$ cat config.mk
export PLATFORM = sky130hd
export DESIGN_NAME = peripheral_bus_n
export DESIGN_NICKNAME = d
export VERILOG_FILES = /design/src/rtl/peripheral_bus_n.sv
export SDC_FILE = /design/constraint.sdc
export NUM_CORES = 1
export LEC_CHECK = 0
export CORE_UTILIZATION = 28
export CTS_BUF_LIST = sky130_fd_sc_hd__clkbuf_4 sky130_fd_sc_hd__clkbuf_8
export CTS_CLUSTER_DIAMETER = 100
export DETAILED_ROUTE_END_ITERATION = 16
export MAX_ROUTING_LAYER = met4
export PLACE_DENSITY_LB_ADDON = 0.2
export SYNTH_ARGS = -nofsm -noshare
export SYNTH_HDL_FRONTEND = slang
export SYNTH_SLANG_ARGS = --single-unit
$ cat constraint.sdc
create_clock -name clk -period 7.2 [get_ports clk]
set_clock_uncertainty 0.1 [all_clocks]
set_input_delay 1.44 -clock clk [delete_from_list [all_inputs] [get_ports clk]]
set_output_delay 1.44 -clock clk [all_outputs]
set_load 0.02 [all_outputs]
$ cat src/rtl/peripheral_bus_n.sv
// N-slave peripheral interconnect: windowed decode, base-relative addressing,
// error response on unmapped addresses and a per-transaction timeout.
module peripheral_bus_n #(
    parameter int DATA_WIDTH = 32,
    parameter int ADDR_WIDTH = 32,
    parameter int NUM_SLAVES = 4,
    parameter logic [NUM_SLAVES*ADDR_WIDTH-1:0] START_ADDRESSES =
        {32'h000013BB, 32'h00001003, 32'h00001000, 32'h00000000},
    parameter logic [NUM_SLAVES*ADDR_WIDTH-1:0] FINAL_ADDRESSES =
        {32'h000013BE, 32'h000013BA, 32'h00001002, 32'h00000FFF},
    parameter int TIMEOUT_CYCLES = 255,
    parameter logic [DATA_WIDTH-1:0] ERROR_DATA = 32'hDEADBEEF
) (
    input  logic                             clk,
    input  logic                             reset,
    input  logic                             read_request,
    input  logic                             write_request,
    input  logic [ADDR_WIDTH-1:0]            address,
    input  logic [DATA_WIDTH-1:0]            write_data,
    output logic                             response,
    output logic                             error,
    output logic [DATA_WIDTH-1:0]            read_data,
    output logic [NUM_SLAVES-1:0]            slave_read,
    output logic [NUM_SLAVES-1:0]            slave_write,
    input  logic [NUM_SLAVES-1:0]            slave_response,
    input  logic [NUM_SLAVES*DATA_WIDTH-1:0] slave_read_data,
    output logic [ADDR_WIDTH-1:0]            slave_address,
    output logic [DATA_WIDTH-1:0]            slave_write_data
);

    localparam int SW = (NUM_SLAVES > 1) ? $clog2(NUM_SLAVES) : 1;
    localparam int CW = (TIMEOUT_CYCLES > 1) ? $clog2(TIMEOUT_CYCLES) : 1;

    localparam logic [1:0] IDLE    = 2'd0;
    localparam logic [1:0] ACCESS  = 2'd1;
    localparam logic [1:0] RESPOND = 2'd2;
    localparam logic [1:0] ERROR   = 2'd3;

    logic [1:0]            state;
    logic [SW-1:0]         sel;
    logic                  op_write;
    logic [CW-1:0]         count;
    logic [NUM_SLAVES-1:0] sel_mask;

    logic                  hit;
    logic [SW-1:0]         hit_idx;
    logic [ADDR_WIDTH-1:0] hit_rel;

    // Scan from the top so the lowest matching window is the last to win.
    always_comb begin
        hit     = 1'b0;
        hit_idx = '0;
        hit_rel = '0;
        for (int i = NUM_SLAVES - 1; i >= 0; i--) begin
            if (address >= START_ADDRESSES[i*ADDR_WIDTH +: ADDR_WIDTH] &&
                address <= FINAL_ADDRESSES[i*ADDR_WIDTH +: ADDR_WIDTH]) begin
                hit     = 1'b1;
                hit_idx = SW'(i);
                hit_rel = address - START_ADDRESSES[i*ADDR_WIDTH +: ADDR_WIDTH];
            end
        end
    end

    assign sel_mask    = NUM_SLAVES'(1) << sel;
    assign slave_read  = (state == ACCESS && !op_write) ? sel_mask : '0;
    assign slave_write = (state == ACCESS &&  op_write) ? sel_mask : '0;
    assign response    = (state == RESPOND) || (state == ERROR);
    assign error       = (state == ERROR);

    always_ff @(posedge clk) begin
        if (reset) begin
            state            <= IDLE;
            sel              <= '0;
            op_write         <= 1'b0;
            count            <= '0;
            read_data        <= '0;
            slave_address    <= '0;
            slave_write_data <= '0;
        end else begin
            case (state)
                IDLE: begin
                    if (read_request || write_request) begin
                        op_write         <= write_request;
                        slave_write_data <= write_data;
                        count            <= '0;
                        if (hit) begin
                            sel           <= hit_idx;
                            slave_address <= hit_rel;
                            state         <= ACCESS;
                        end else begin
                            read_data <= ERROR_DATA;
                            state     <= ERROR;
                        end
                    end
                end
                ACCESS: begin
                    count <= count + 1'b1;
                    // A response on the last timeout cycle still succeeds.
                    if (slave_response[sel]) begin
                        read_data <= slave_read_data[sel*DATA_WIDTH +: DATA_WIDTH];
                        state     <= RESPOND;
                    end else if (TIMEOUT_CYCLES != 0 &&
                                 count == CW'(TIMEOUT_CYCLES - 1)) begin
                        read_data <= ERROR_DATA;
                        state     <= ERROR;
                    end
                end
                RESPOND: state <= IDLE;
                ERROR:   state <= IDLE;
                default: state <= IDLE;
            endcase
        end
    end

endmodule

==> impl_metrics.prom <==
# TYPE chip_impl_metric gauge
chip_impl_info{name="yosysTopAreaCell",value="sky130_fd_sc_hd__dfxtp_1"} 1
chip_impl_metric{name="synth-warning-count",unit=""} 0
chip_impl_metric{name="multiInputGateArea",unit="um2"} 3260
chip_impl_metric{name="worstSkewPairLatency",unit="ns"} 0.38
chip_impl_metric{name="count_of_input_and_output_buffers",unit=""} 305
chip_impl_info{name="status",value="finished, final reports clean"} 1
chip_impl_metric{name="placementRows",unit=""} 51
chip_impl_metric{name="dr_total_vias",unit=""} 5722
chip_impl_metric{name="cp_data_arrival_time",unit="ns"} 5.28
chip_impl_metric{name="chipWidth",unit="um"} 145
chip_impl_metric{name="cp_data_required_time",unit="ns"} 7.43
chip_impl_info{name="worst_setup_path_start_kind",value="primary input"} 1
chip_impl_metric{name="regArea",unit="um2"} 2180
chip_impl_metric{name="detailedPlacementHpwl",unit="um"} 15200
chip_impl_metric{name="filler_cell_count",unit=""} 1906
chip_impl_info{name="synth-main-ff-cell",value="sky130_fd_sc_hd__dfxtp_1"} 1
chip_impl_metric{name="synth_xor_area_share",unit="%"} 0.922
chip_impl_metric{name="synth_compound_gate_area_share",unit="%"} 22.9
chip_impl_metric{name="synth_edf_count",unit=""} 0
chip_impl_metric{name="yosys_register_bits",unit=""} 109
chip_impl_metric{name="power_report.internal_total",unit="mW"} 1.01
chip_impl_metric{name="p_seq_share",unit="%"} 46.6
chip_impl_info{name="timing.setup.critical_path_class",value="primary input to flop"} 1
chip_impl_metric{name="tightest_slew",unit="ns"} 1.04
chip_impl_info{name="synth_top_cells_by_area",value="sky130_fd_sc_hd__dfxtp_1, sky130_fd_sc_hd__mux4_2, sky130_fd_sc_hd__nand2_1"} 1
chip_impl_metric{name="start_util",unit="%"} 28.9
chip_impl_metric{name="swShare",unit="%"} 29.1
chip_impl_info{name="mostFrequentLayoutCells",value="sky130_fd_sc_hd__clkdlybuf4s50_1, sky130_fd_sc_hd__dfxtp_1, sky130_fd_sc_hd__nand2_1, sky130_fd_sc_hd__a21oi_1, sky130_fd_sc_hd__nor2_1"} 1
chip_impl_metric{name="combPwrFrac",unit="%"} 26.6
chip_impl_metric{name="maximum_number_of_pins_on_one_net_before_global_route_repair",unit=""} 72
chip_impl_metric{name="max_cap_violations",unit=""} 0
chip_impl_info{name="combinational_family_with_the_most_area_after_synthesis",value="compound AO/OA/AOI/OAI gates"} 1
chip_impl_metric{name="ff2ff_setup_slack",unit="ns"} 4.13
chip_impl_metric{name="maxSlewHeadroom",unit="%"} 30.7
chip_impl_metric{name="detail_route.drc_violations",unit=""} 0
chip_impl_metric{name="total_setup_buffers_inserted_after_cts",unit=""} 0
chip_impl_metric{name="power_density",unit="nW/um2"} 157
chip_impl_metric{name="clock-sinks",unit=""} 109
chip_impl_metric{name="tritoncts.num_buffers",unit=""} 9
chip_impl_metric{name="cts_resized",unit=""} 0
chip_impl_metric{name="wl_per_cell",unit="um"} 17.6
chip_impl_metric{name="post_synth_fa_ha_maj_area_fraction",unit="%"} 1.54
chip_impl_metric{name="clock_power_share",unit="%"} 26.9
chip_impl_info{name="end_kind",value="flop"} 1
chip_impl_metric{name="power.net_switching",unit="mW"} 0.414
chip_impl_metric{name="number_of_global_route_vias_before_repair",unit=""} 5466
chip_impl_metric{name="grt_use_total",unit="%"} 19.2
chip_impl_info{name="layout_commonest_cell",value="sky130_fd_sc_hd__clkdlybuf4s50_1"} 1
chip_impl_metric{name="setup_total_negative_slack",unit="ns"} 0
chip_impl_metric{name="dr.pass1.iters",unit=""} 6
chip_impl_metric{name="final_estimated_routing_congestion_in_global_placement",unit=""} 0.875
chip_impl_metric{name="yosysUniqueCellTypes",unit=""} 73
chip_impl_metric{name="postSynthCellCount",unit=""} 602
chip_impl_metric{name="final_hold_viol_count",unit=""} 0
chip_impl_metric{name="ir_drop",unit="V"} 0.0000850
chip_impl_metric{name="fp.dieArea",unit="um2"} 20900
chip_impl_metric{name="area_growth",unit="%"} 59.5
chip_impl_metric{name="number_of_h_tree_levels",unit=""} 3
chip_impl_metric{name="path_max_fanout",unit=""} 36
chip_impl_metric{name="die_height",unit="um"} 145
chip_impl_metric{name="layout-drive-gt1-share",unit="%"} 10.4
chip_impl_metric{name="drt_iter0_drc",unit=""} 231
chip_impl_metric{name="final.hold.worst_slack",unit="ns"} 0.358
chip_impl_metric{name="postRouteWirelength",unit="um"} 20100
chip_impl_metric{name="cellLeakagePower",unit="nW"} 3.07
chip_impl_metric{name="final.period_utilization",unit="%"} 70.0
chip_impl_metric{name="fmaxAchievable",unit="GHz"} 0.198
chip_impl_info{name="clk_root_buffer_cell",value="sky130_fd_sc_hd__clkbuf_8"} 1
chip_impl_metric{name="yosys.area.top_type_share",unit="%"} 38.3
chip_impl_metric{name="clock_tree.buffer_depth",unit=""} 2
chip_impl_metric{name="final-max-slew-violation-count",unit=""} 0
chip_impl_metric{name="grt_antenna_before_repair",unit=""} 0
chip_impl_metric{name="count_of_final_setup_violators",unit=""} 0
chip_impl_metric{name="synth_fp_nets",unit=""} 809
chip_impl_metric{name="core_area",unit="um2"} 19700
chip_impl_metric{name="cts.hold.buffers_added",unit=""} 0
chip_impl_metric{name="nNetsFinal",unit=""} 1079
chip_impl_metric{name="vias_per_cell",unit=""} 5.01
chip_impl_metric{name="clk_pin_slew",unit="ns"} 0.11
chip_impl_info{name="rsz0062_at_grt",value="false"} 1
chip_impl_metric{name="grt_pass1_wl",unit="um"} 29800
chip_impl_metric{name="simple_gate_fraction_of_synth_area",unit="%"} 18.4
chip_impl_info{name="tritoncts",value="done"} 1
chip_impl_info{name="min-delay-path-class",value="flop to flop"} 1
chip_impl_metric{name="post_synth.cell_area_avg",unit="um2"} 9.47
chip_impl_metric{name="synthArstFlopShare",unit="%"} 0
chip_impl_metric{name="antenna_left",unit=""} 0
chip_impl_metric{name="grt_remaining_overflow",unit=""} 0
chip_impl_metric{name="synthesis.area",unit="um2"} 5700
chip_impl_metric{name="synth_seq_area_share",unit="%"} 38.3
chip_impl_metric{name="ioPinCount",unit=""} 306
chip_impl_metric{name="insertedDiodeCount",unit=""} 0
chip_impl_metric{name="final_period_minus_worst_setup_slack",unit="ns"} 5.04
chip_impl_metric{name="muxShareOfSynthArea",unit="%"} 13.2
[through the flow]
stage          power [mW]  instance area (um2)  cells  worst slack (ns)  util [%]
2_1_floorplan       0.838                 5700    602              3.27         -
6_report             1.42                 9090   1142              2.16      46.1
3_5_place_dp         1.06                 8890   1126              1.76      45.1
5_1_grt              1.50                 9090   1142              1.81      46.1
3_3_place_gp         1.06                 8890   1126              1.83      45.1
4_1_cts              1.45                 9090   1142              2.20      46.1
[kinds of logic (layout without fill, tap and decap cells)]
group                      after synthesis  in the layout
buffers and inverters                   59            334
DFF                                    109            109
muxes                                   34             34
and+or+nand+nor                        218            218
AOI/OAI and AO/OA                      169            169
adders and majority gates                7              7
xor gates and xnor gates                 6              6
[power groups by stage]
stage / clock (mW) / sequential [mW] / combinational, mW
floorplan: 0 / 0.715 / 0.123
global placement: 0 / 0.676 / 0.379
detailed placement: 0 / 0.677 / 0.381
CTS: 0.401 / 0.663 / 0.382
global route: 0.426 / 0.668 / 0.405
finish: 0.382 / 0.663 / 0.378
[final timing paths]
check / cells after the start / to / from
setup reg to reg: 6 / read_data[25] / sel[0]
hold reg to reg: 2 / slave_write_data[6] / slave_write_data[6]
hold / removal: 2 / slave_write_data[6] / slave_write_data[6]
setup / recovery: 8 / slave_address[25] / address[2]
[cell type report]
cell class	instances	area share [%]
multi-input cells	434	35.9
repair buffers	310	34.0
clock buffers	9	1.36
clock inverters	7	0.812
inverters	8	0.330
flip-flops and latches	109	24.0
well taps	265	3.65
[cell usage after synthesis (6+ instances only)]
cell                       count
sky130_fd_sc_hd__nor3_1       18
sky130_fd_sc_hd__ha_1          7
sky130_fd_sc_hd__o221a_1      18
sky130_fd_sc_hd__inv_1         8
sky130_fd_sc_hd__dfxtp_1     109
sky130_fd_sc_hd__mux4_2       33
sky130_fd_sc_hd__nand2_1      94
sky130_fd_sc_hd__or3_1         6
sky130_fd_sc_hd__o221a_2       7
sky130_fd_sc_hd__buf_2         6
sky130_fd_sc_hd__a21oi_1      59
sky130_fd_sc_hd__xnor2_1       6
sky130_fd_sc_hd__nor2_1       35
sky130_fd_sc_hd__nand3_1       9
sky130_fd_sc_hd__nor4_1        7
sky130_fd_sc_hd__o21ai_0      22
sky130_fd_sc_hd__nand4_1       6
sky130_fd_sc_hd__nand2b_1      8
sky130_fd_sc_hd__and2_1        6
sky130_fd_sc_hd__clkbuf_1     34
[registers in the layout (all words and copies together) (netlist names)]
| name | cells |
|---|---|
| read_data | 32 |
| slave_address | 32 |
| slave_write_data | 32 |
| sel | 2 |
| state | 2 |
| op_write | 1 |
| count | 8 |
[critical path, stage by stage]
cell and delay [ns]:
sky130_fd_sc_hd__clkdlybuf4s50_1 0.63, sky130_fd_sc_hd__or3_4 0.51, sky130_fd_sc_hd__or2_1 0.25, sky130_fd_sc_hd__or4_1 0.59, sky130_fd_sc_hd__a31o_4 0.36, sky130_fd_sc_hd__a31oi_4 0.83, sky130_fd_sc_hd__o2111ai_2 0.36, sky130_fd_sc_hd__a21bo_2 0.29
[per-layer routing]
metal  routed length [um]  track usage (%)  vias to the layer above
met5                    0                -                        -
met4                  225             4.65                        0
met3                 1380             3.52                       15
met2                10000             33.2                      204
met1                 8420             22.9                     2722
li1                     -                -                     2781
Power figures use the tool's default switching activity.
==> RTL edit: new RTL, same settings <==
`TIMEOUT_CYCLES`: 255 -> 510.
--- a/src/rtl/peripheral_bus_n.sv
+++ b/src/rtl/peripheral_bus_n.sv
@@ -8,7 +8,7 @@
         {32'h000013BB, 32'h00001003, 32'h00001000, 32'h00000000},
     parameter logic [NUM_SLAVES*ADDR_WIDTH-1:0] FINAL_ADDRESSES =
         {32'h000013BE, 32'h000013BA, 32'h00001002, 32'h00000FFF},
-    parameter int TIMEOUT_CYCLES = 255,
+    parameter int TIMEOUT_CYCLES = 510,
     parameter logic [DATA_WIDTH-1:0] ERROR_DATA = 32'hDEADBEEF
 ) (
     input  logic                             clk,
Behaviour: same outputs for any inputs over 4 cycles, from zero or initial values and one cycle with reset high; that may be too few to reach the edited logic, so the function may still have changed.
==> RTL edit against the unedited design <==
  * Global-route usage increased by 0.80 points
  * Highest routed layer unchanged
  * Combinational power is 3% higher
  * Area after synthesis rose by 3.4%
  * Count of clock-buffer cells in the layout unchanged
  * Sequential share of layout area shrank 0.38 points
  * Critical endpoint is now slave_address[31]$_SDFFE_PP0P_
  * Setup slack gained 250 ps
  * Maximum frequency rose by 5.1%
  * Routed wire length grew 5.7%
  * Power up 0.25%
  * Final area up 2.5%
  * Sequential cell count rose by 1
==> RTL edit: results <==
{
  "startpoint": "address[4]",
  "top_regs": "read_data x32, slave_address x32, slave_write_data x32",
  "dp_slack_ps": 2100,
  "worstPathMaxFanout": 15,
  "drive_above_1_share_pct": 7.39,
  "drtPass1Iterations": 4,
  "grt.total_usage_pct": 20.0,
  "yosysSeqAreaShare_pct": 37.4,
  "syn_nets": 905,
  "gp_congestion": 0.942,
  "regToRegStartpoint": "sel[0]$_SDFFE_PP0P_",
  "ys_types": 57,
  "wl_per_cell_um": 17.0,
  "synth_area_leaders": "dfxtp_1 37%, mux4_2 13%, nand2_1 6.7%",
  "drt_iter0_markers": 371,
  "status": "finished, final reports clean",
  "nFillCells": 2058,
  "cts-root-buf": "clkbuf_8",
  "via_count": 6252,
  "grt_pass1_wl_um": 33000,
  "r2r_cells": 7,
  "finalCritPeriodShare_pct": 66.6,
  "cts_resized": 0,
  "fin_nets": 1176,
  "ir_drop_v": 0.0000930,
  "slew_headroom_pct": 23.2,
  "place.detailed.hpwl_um": 16200,
  "p_leak_nw": 3.16,
  "rr_endpoint": "read_data[30]$_SDFFE_PP0P_"
}
-- RTL edit: stage by stage --
step,cells,instance area [um2],hold slack (ps),util [%]
after global placement,1228,9130,341,44.7
after global routing,1244,9320,376,45.6
final,1244,9320,359,45.6
after floorplan,698,5890,364,-
after CTS,1244,9320,362,45.6
after detailed placement,1228,9130,346,44.7
-- RTL edit: layer usage --
metal	vias to the layer above	share of wire [%]	global-route usage (%)
met4	0	2.1	6.34
met1	2890	47	27.6
met2	259	44	29.0
li1	3076	-	-
met5	-	0	-
met3	27	6.9	4.10
-- RTL edit: layout make-up --
class,count,share of cell area (%)
clock buffers,9,1.33
clock inverters,7,0.671
inverters,20,0.806
multi-input cells,518,36.8
flip-flops and latches,110,23.7
well taps,270,3.63
repair buffers,310,33.1
-- RTL edit: report_power, final --
group	total, mW	switching (mW)	internal, mW
sequential	0.666	0.0202	0.646
clock	0.372	0.236	0.136
combinational	0.389	0.183	0.206
-- RTL edit: logic make-up (layout without fill, tap and decap cells) --
family,after synthesis,after routing,synth area share (%)
compound gates,181,181,20.2
xor+xnor,6,6,0.892
fa+ha+maj,7,7,1.49
buf+inv,70,346,4.69
flops,110,110,37.4
mux,33,33,12.6
simple gates,291,291,22.8
-- RTL edit: worst min-delay path by stage --
stage                                            startpoint                                end
after detailed placement  slave_write_data[19]$_SDFFE_PP0P_  slave_write_data[19]$_SDFFE_PP0P_
after global placement    slave_write_data[23]$_SDFFE_PP0P_  slave_write_data[23]$_SDFFE_PP0P_
after global routing      slave_write_data[19]$_SDFFE_PP0P_  slave_write_data[19]$_SDFFE_PP0P_
final                      slave_write_data[1]$_SDFFE_PP0P_   slave_write_data[1]$_SDFFE_PP0P_
after CTS                 slave_write_data[15]$_SDFFE_PP0P_  slave_write_data[15]$_SDFFE_PP0P_
after floorplan                       count[3]$_SDFFE_PP0P_              count[3]$_SDFFE_PP0P_
-- RTL edit: critical path, cell delays in order --
cell             delay [ps]
clkdlybuf4s50_1         560
or4_1                   720
or4b_4                  560
nor4_4                  270
a21oi_2                 200
a41oi_1                 580
o211ai_1                480
o21ai_0                 190
